==> config.mk <==
export PLATFORM = sky130hd
export DESIGN_NAME = bmp_pixel_writer
export DESIGN_NICKNAME = d
export VERILOG_FILES = /design/src/rtl/bmp_pkg.sv /design/src/rtl/bmp_scan_counter.sv /design/src/rtl/bmp_pixel_writer.sv
export SDC_FILE = /design/constraint.sdc
export NUM_CORES = 1
export LEC_CHECK = 0
export BUFFER_PORTS_ARGS = -buffer_cell sky130_fd_sc_hd__buf_2
export CAP_MARGIN = 20
export CORE_ASPECT_RATIO = 1.5
export CORE_MARGIN = 2
export CORE_UTILIZATION = 61
export DETAILED_ROUTE_END_ITERATION = 6
export GPL_TIMING_DRIVEN = 0
export HOLD_SLACK_MARGIN = 0.03
export PLACE_DENSITY_LB_ADDON = 0.25
export REMOVE_ABC_BUFFERS = 1
export SYNTH_ARGS = -nofsm -noshare
export SYNTH_HDL_FRONTEND = slang
export SYNTH_SLANG_ARGS = --single-unit
==> constraint.sdc <==
create_clock -name clk -period 9 [get_ports clk]
set_clock_uncertainty 0.1 [all_clocks]
set_input_delay 0.45 -clock clk [delete_from_list [all_inputs] [get_ports clk]]
set_output_delay 0.45 -clock clk [all_outputs]
set_load 0.01 [all_outputs]
==> src/rtl/bmp_pkg.sv <==
// Types and constants shared by the BMP header writer and the pixel writer.
package bmp_pkg;
  localparam int HDR_BYTES       = 54;
  localparam int BYTES_PER_PIXEL = 3;

  typedef enum logic [2:0] {
    S_IDLE, S_FETCH, S_WR_B, S_WR_G, S_WR_R, S_PAD, S_DONE
  } pixel_state_t;

  // W[1:0] == (4 - 3W mod 4) mod 4, because 3W mod 4 == -W mod 4.
  function automatic logic [1:0] pad_bytes(input logic [10:0] width);
    return width[1:0];
  endfunction
endpackage

==> src/rtl/bmp_scan_counter.sv <==
// Bounding-box scan position (x, y, pad) with row/column flags and frame-buffer address.
module bmp_scan_counter #(
  parameter int FB_WIDTH = 640,
  parameter int FB_AW    = 19
) (
  input  logic             clk,
  input  logic             rst_n,
  input  logic             load,
  input  logic             col_step,
  input  logic             row_step,
  input  logic             pad_load,
  input  logic             pad_step,
  input  logic [10:0]      x_min_in,
  input  logic [10:0]      x_max_in,
  input  logic [10:0]      y_min_in,
  input  logic [10:0]      y_max_in,
  output logic             empty,
  output logic             last_col,
  output logic             last_row,
  output logic             pad_zero,
  output logic             pad_last,
  output logic [FB_AW-1:0] fb_addr
);
  import bmp_pkg::*;

  logic [10:0] x_min, x_max, y_min;
  logic [10:0] x, y;
  logic [1:0]  pad, pad_cnt;
  logic [10:0] w_in;

  assign w_in  = x_max_in - x_min_in;
  assign empty = (x_max_in <= x_min_in) || (y_max_in <= y_min_in);

  always_ff @(posedge clk) begin
    if (!rst_n) begin
      x_min   <= '0;
      x_max   <= '0;
      y_min   <= '0;
      x       <= '0;
      y       <= '0;
      pad     <= '0;
      pad_cnt <= '0;
    end else begin
      if (load) begin
        x_min <= x_min_in;
        x_max <= x_max_in;
        y_min <= y_min_in;
        x     <= x_min_in;
        y     <= y_max_in - 11'd1;
        pad   <= pad_bytes(w_in);
      end else if (row_step) begin
        x <= x_min;
        y <= y - 11'd1;
      end else if (col_step) begin
        x <= x + 11'd1;
      end
      if (pad_load)      pad_cnt <= pad;
      else if (pad_step) pad_cnt <= pad_cnt - 2'd1;
    end
  end

  assign last_col = (x == x_max - 11'd1);
  assign last_row = (y == y_min);
  assign pad_zero = (pad == 2'd0);
  assign pad_last = (pad_cnt == 2'd1);

  // Arithmetic done modulo 2^FB_AW: out-of-range addresses simply wrap.
  assign fb_addr = FB_AW'(y) * FB_AW'(FB_WIDTH) + FB_AW'(x);
endmodule

==> src/rtl/bmp_pixel_writer.sv <==
// Streams the bounding-box pixels bottom-up as padded B,G,R bytes after the BMP header.
module bmp_pixel_writer #(
  parameter int FB_WIDTH  = 640,
  parameter int FB_AW     = 19,
  parameter int HDR_BYTES = bmp_pkg::HDR_BYTES
) (
  input  logic             clk,
  input  logic             rst_n,
  input  logic             start,
  output logic             done,
  input  logic [10:0]      xMin,
  input  logic [10:0]      xMax,
  input  logic [10:0]      yMin,
  input  logic [10:0]      yMax,
  output logic [FB_AW-1:0] fb_addr,
  output logic             fb_rden,
  input  logic [23:0]      fb_rddata,
  output logic [23:0]      addr,
  output logic             wren,
  output logic [15:0]      wrdata
);
  import bmp_pkg::*;

  pixel_state_t state, state_nxt;
  logic [23:0]  out_addr;
  logic [15:0]  pix_rg;
  logic         empty, last_col, last_row, pad_zero, pad_last;
  logic         load, col_step, row_step, pad_load, pad_step, idle_like;

  assign idle_like = (state == S_IDLE) || (state == S_DONE);

  bmp_scan_counter #(.FB_WIDTH(FB_WIDTH), .FB_AW(FB_AW)) u_scan (
    .clk      (clk),
    .rst_n    (rst_n),
    .load     (load),
    .col_step (col_step),
    .row_step (row_step),
    .pad_load (pad_load),
    .pad_step (pad_step),
    .x_min_in (xMin),
    .x_max_in (xMax),
    .y_min_in (yMin),
    .y_max_in (yMax),
    .empty    (empty),
    .last_col (last_col),
    .last_row (last_row),
    .pad_zero (pad_zero),
    .pad_last (pad_last),
    .fb_addr  (fb_addr)
  );

  always_ff @(posedge clk) begin
    if (!rst_n) begin
      state    <= S_IDLE;
      out_addr <= '0;
      pix_rg   <= '0;
    end else begin
      state <= state_nxt;
      if (load)      out_addr <= 24'(HDR_BYTES);
      else if (wren) out_addr <= out_addr + 24'd1;
      if (state == S_WR_B) pix_rg <= fb_rddata[23:8];
    end
  end

  always_comb begin
    state_nxt = state;
    case (state)
      S_IDLE, S_DONE: if (start) state_nxt = empty ? S_DONE : S_FETCH;
      S_FETCH: state_nxt = S_WR_B;
      S_WR_B:  state_nxt = S_WR_G;
      S_WR_G:  state_nxt = S_WR_R;
      S_WR_R: begin
        if (!last_col)      state_nxt = S_FETCH;
        else if (!pad_zero) state_nxt = S_PAD;
        else                state_nxt = last_row ? S_DONE : S_FETCH;
      end
      S_PAD: if (pad_last) state_nxt = last_row ? S_DONE : S_FETCH;
      default: state_nxt = S_IDLE;
    endcase
  end

  always_comb begin
    done     = (state == S_DONE);
    fb_rden  = (state == S_FETCH);
    wren     = 1'b0;
    wrdata   = 16'h0000;
    load     = idle_like && start && !empty;
    col_step = (state == S_WR_R) && !last_col;
    pad_load = (state == S_WR_R) && last_col && !pad_zero;
    pad_step = (state == S_PAD);
    row_step = !last_row &&
               (((state == S_WR_R) && last_col && pad_zero) ||
                ((state == S_PAD) && pad_last));
    case (state)
      S_WR_B: begin wren = 1'b1; wrdata = {8'h00, fb_rddata[7:0]}; end
      S_WR_G: begin wren = 1'b1; wrdata = {8'h00, pix_rg[7:0]};    end
      S_WR_R: begin wren = 1'b1; wrdata = {8'h00, pix_rg[15:8]};   end
      S_PAD:  wren = 1'b1;
      default: ;
    endcase
  end

  assign addr = out_addr;
endmodule

### Word level (Yosys, flattened, before mapping)

Index checks and enable logic that the tools add are counted.

* $add $sub $neg: 8
* reduce and logical (&&, ||, !) cells: 25
* bitwise operators: 1
* muxes and demuxes: 18
* multipliers: 1
* eq/ne operators: 11
* order comparisons: 2

Operators by type and width (count)
* 2-to-1 mux 11 bit: 5
* subtractor 11 x 1 -> 11 bit (second input constant): 3
* adder 24 x 1 -> 24 bit (second input constant): 1
* case mux 8 bit (3 select lines): 1
* equality test 11 bit: 2
* <= comparator 11 bit: 2
* adder 19 x 11 -> 19 bit: 1
* 2-to-1 mux 3 bit: 6
* case mux 3 bit (6 select lines): 1
* multiplier 11 x 3 -> 12 bit (second input constant): 1
* 2-to-1 mux 6 bit: 2
* adder 11 x 1 -> 11 bit (second input constant): 1
* equality test 3 bit (second input constant): 3
* logical AND 1 bit: 8
* equality test 3 x 2 -> 1 bit (second input constant): 2
* nonzero test 2 bit: 3
* zero test 1 bit: 4
* 2-to-1 mux 2 bit: 2
* inequality test 2 bit (second input constant): 2
* OR reduction 2 bit: 2
* OR reduction 4 bit: 1
* equality test 3 x 1 -> 1 bit (second input constant): 1
* zero test 3 bit: 1
* logical OR 1 bit: 3
* other kinds (8): 8

* output and inout port bits: 62
* flip-flop bits (word level): 102
* logic and storage cells: 77
* bits of input ports: 71

### Longest topological paths before layout

* word-level depth: 8
* mapped depth: 18

### Hierarchy

A second synthesis with hierarchy kept.

* cell total of the unflattened synthesis: 855
* area, all modules: 6964.2 µm²

Modules (own cells, without submodules)
* bmp_scan_counter: times used 1, area each 4703.3 µm², cells each 562
* bmp_pixel_writer: times used 1, area each 2260.9 µm², cells each 293

### Worst setup path after synthesis

Ideal clock, no wire load.

* kind: input to register
* from: in xMin[9]
* to: reg u_scan.y[10]
* stages on the path: 17
* data arrival time: 4199 ps
* path slack: 4579 ps
* library setup time: 122 ps
* path through: inv_1 -> ha_1 -> nand4_1 -> or3_1 -> o21bai_1 -> a31oi_1 -> and2_1 -> clkbuf_1 -> buf_1 -> mux2i_1 -> ha_1 -> inv_1 -> or3_1 -> or3_1 -> nor3_1 -> o211ai_1 -> a221o_1

* word-level cells in the longest chain between the ends: 5
* elaborated cells on any way between the ends: 6
* those cells by class: order compare (1); mux (1); reduce/logical (4)

RTL lines
* from (decl): RTL line bmp_pixel_writer.sv:11 `input logic [10:0] xMin,`
* <= comparator 11 bit (*): RTL line bmp_scan_counter.sv:32 `assign empty = (x_max_in <= x_min_in) || (y_max_in <= y_min_in);`
* logical OR 1 bit (*): RTL line bmp_scan_counter.sv:32
* zero test 1 bit (*): RTL line bmp_pixel_writer.sv:87 `load = idle_like && start && !empty;`
* logical AND 1 bit (*): RTL line bmp_pixel_writer.sv:87
* 2-to-1 mux 11 bit / nonzero test 2 bit (equally long branches)
* to (signal assigned): RTL line bmp_scan_counter.sv:49 `y <= y_max_in - 11'd1;`
* to (signal assigned): RTL line bmp_scan_counter.sv:53 `y <= y - 11'd1;`
* to (decl): RTL line bmp_scan_counter.sv:27 `logic [10:0] x, y;`

Every way passes the cells marked *; elsewhere a longest branch is shown, timed or not.
A chain may end at the register's enable or synchronous reset.

### Worst setup path after layout

* from: in yMin[10]
* to: reg u_scan.y[10]

* word-level cells in the longest chain between the ends: 5
* elaborated cells on any way between the ends: 6
* those cells by class: order compare (1); mux (1); reduce/logical (4)

RTL lines
* from (decl): RTL line bmp_pixel_writer.sv:13 `input logic [10:0] yMin,`
* <= comparator 11 bit (*): RTL line bmp_scan_counter.sv:32
* logical OR 1 bit (*): RTL line bmp_scan_counter.sv:32
* zero test 1 bit (*): RTL line bmp_pixel_writer.sv:87
* logical AND 1 bit (*): RTL line bmp_pixel_writer.sv:87
* 2-to-1 mux 11 bit / nonzero test 2 bit (equally long branches)

Marked as above.

==> flow_metrics.py <==
metrics = {
    "outcome": {
        "status": "finished clean",
    },
    "synthesis": {
        "synthCells": 839,
        "syn_area_per_cell_um2": 8.08,
        "syn_area_um2": 6780,
        "muxShareOfSynthArea": 0.0177,
        "yosysUniqueCellTypes": 58,
        "synth_largest_area_cell": "dfxtp_1",
        "synth_top_area_share": 0.301,
        "synthTopCellsByArea": "dfxtp_1, ha_1, nand2_1",
        "synth_xor_area_frac": 0.112,
        "synth-async-reset-ratio": 0,
        "synth_compound_area_frac": 0.190,
        "synthSimpleGateAreaFrac": 0.221,
        "synth-seq-cells": 102,
        "synth-seq-area-share": 0.301,
        "synth_top_family_by_area": "simple AND/OR/NAND/NOR gates",
        "synth_ff_type": "dfxtp_1",
        "synth_fa_ha_area_frac": 0.0945,
        "synth_edf_count": 0,
        "synth_warnings": 0,
    },
    "routing": {
        "drt-pass1-iter-count": 5,
        "drt-initial-drc-count": 280,
        "ant_nets": 0,
        "drcViolationCount": 0,
        "wl_per_cell_um": 14.9,
        "wirelength_um": 16200,
        "via_count": 6203,
        "viasPerCell": 5.73,
    },
    "layout": {
        "syn2layout_area_growth_pct": 14.0,
        "multi_input_area_um2": 4340,
        "nets": 1052,
        "drive_gt1_frac": 0.171,
        "final_area_um2": 7720,
        "nFillCells": 934,
        "num_antenna_cells": 0,
        "final_cell_mix": "nand2_1, buf_2, dfxtp_1",
        "fin_cells": 1083,
        "utilization": 0.706,
        "final_common_cell": "nand2_1",
        "regArea_um2": 2040,
    },
    "cts": {
        "cts_max_level": 3,
        "post_cts_resize_count": 0,
        "clk_path_buf_depth": 2,
        "ctsRootBufferMaster": "clkbuf_16",
        "clk-insertion-delay-late_ns": 0.35,
        "cts_tree": "done",
        "clkSinkCount": 102,
        "clk_pin_slew_ns": 0.07,
        "cts_setup_buffers": 0,
        "numCtsBuffers": 9,
        "postCtsHoldBufs": 0,
    },
    "sta": {
        "slew_headroom": 0.393,
        "min_period_over_period": 0.550,
        "final_hold_viol_count": 0,
        "setup_violations": 0,
        "setup-tns-final_ns": 0,
        "max_freq_ghz": 0.202,
        "worstMarginPinSlew_ns": 0.910,
        "period_needed_ns": 4.95,
        "rsz0062_at_grt": "false",
        "drv_slew": 0,
    },
    "global_routing": {
        "grt_start_max_net_pins": 53,
        "antenna_found_initial": 0,
        "grt_pass1_wl_um": 26500,
        "track_usage": 0.266,
        "grt-ovfl-total": 0,
        "first_global_vias": 5798,
    },
    "power": {
        "peakVddDrop_mv": 0.166,
        "power_uw": 1600,
        "power_density_nw_per_um2": 207,
        "leakagePower_uw": 0.00358,
    },
    "hold_path": {
        "hold_class": "primary input to flop",
        "hold_start": "fb_rddata[14]",
        "whs_path_depth": 3,
    },
    "setup_path": {
        "critPathKind": "primary input to flop",
        "cp.arrival_ns": 5.09,
        "critPathMaxFanout": 47,
        "end_kind": "flop",
        "path_buf_inv": 3,
        "r2r_start": "state[2]",
        "crit_path_top_delay_cell": "and2_2",
        "r2r_cells": 12,
        "crit_family": "simple AND/OR/NAND/NOR gates",
        "r2r_slack_ns": 4.49,
        "crit_cells": 16,
        "worstPathRequired_ns": 9.14,
        "path_cells": "buf_2 > inv_1 > ha_1 > and4_1 > nand4_1 > o21bai_1 > a31oi_1 > and2_2 > mux2i_1 > ha_1 > inv_1 > or3_1 > or3_1 > nor3_1 > o211ai_1 > a221o_1",
        "critPathLaunchType": "primary input",
        "cpPeakStageDelay_ns": 0.88,
        "crit_start": "yMin[10]",
    },
    "floorplanning": {
        "start_util": 0.620,
        "io-pin-count": 133,
        "coreArea_um2": 10900,
        "die_h_um": 133,
        "rows": 47,
        "fp.dieW_um": 90.1,
        "die_area_um2": 12000,
    },
    "run": {
        "drv_cap": 0,
    },
    "place": {
        "detailed_place.area_um2": 7390,
        "gp_congestion": 0.882,
        "post-dp-hpwl_um": 11900,
        "io_buffers": 124,
        "dp_cells": 1066,
    },
}
-- per-stage QoR --
step	worst slack (ns)	hold slack, ns
floorplan	4.35	0.343
global placement	3.29	0.355
detailed placement	3.77	0.357
CTS	4.07	0.236
global route	3.72	0.249
finish	4.05	0.241
-- report_power, final --
part           internal, uW  total [uW]  leakage, uW  switching [uW]
Sequential              510         605     0.000827            94.3
Combinational           248         569      0.00260             321
Clock                   243         425     0.000162             182
Total                  1000        1600      0.00358             597
-- metal layers --
metal | part of all wire | routed length (um) | up-vias | track usage
li1 | - | - | 3098 | -
met1 | 0.41 | 6630 | 2916 | 0.309
met2 | 0.53 | 8500 | 155 | 0.488
met3 | 0.036 | 589 | 34 | 0.0290
met4 | 0.028 | 461 | 0 | 0.123
met5 | 0 | 0 | - | 0
-- cells by family after synthesis --
group / Yosys count
muxes: 12
and+or+nand+nor: 311
AOI/OAI and AO/OA: 181
buffers and inverters: 95
xor gates and xnor gates: 87
adders and majority gates: 50
other: 1
DFF: 102
-- tightest hold or removal path: stages --
cell and delay [ns]:
buf_2 0.09, nand2_1 0.04, a21boi_0 0.06
-- worst paths after layout --
path                  endpoint
setup / recovery  u_scan.y[10]
hold / removal       pix_rg[6]
setup reg to reg  u_scan.y[10]
hold reg to reg     pix_rg[15]
-- cell usage after synthesis, types with 3 or more instances --
cell / n
clkbuf_1: 32
o21ai_0: 31
nor2_1: 46
o311a_1: 3
buf_4: 15
o211ai_1: 4
ha_1: 48
and3_1: 13
nand3_1: 29
nor2b_1: 7
nor3_1: 17
and3b_1: 3
or3_1: 15
xnor2_1: 40
dfxtp_1: 102
nand4_1: 9
nand2b_1: 5
a21boi_0: 52
nor4_1: 5
a21o_1: 8
nor4b_1: 4
o31ai_1: 4
inv_1: 40
and2_1: 9
mux2i_1: 12
a31oi_1: 8
o211a_1: 4
nand2_1: 132
and4_1: 7
o221ai_1: 3
a21oi_1: 25
buf_1: 4
o21bai_1: 3
o221a_2: 12
xor2_1: 47
a211oi_1: 5
o21a_1: 6
-- sequential cells by signal, summed over array words and instances (netlist names) --
| signal | cells |
|---|---|
| u_scan.pad_cnt | 2 |
| u_scan.y | 11 |
| u_scan.x_min | 11 |
| state | 3 |
| u_scan.x_max | 11 |
| pix_rg | 16 |
| u_scan.y_min | 11 |
| u_scan.pad | 2 |
| addr | 24 |
| u_scan.x | 11 |
-- final cells by class --
cell class	count	area share
Clock buffer	12	0.0345
Clock inverter	4	0.00761
Inverter	41	0.0199
Multi-Input combinational cell	649	0.562
Sequential cell	102	0.264
Tap cell	147	0.0238
Timing Repair Buffer	128	0.0876
Note: power is estimated with default switching activity, not from simulation.
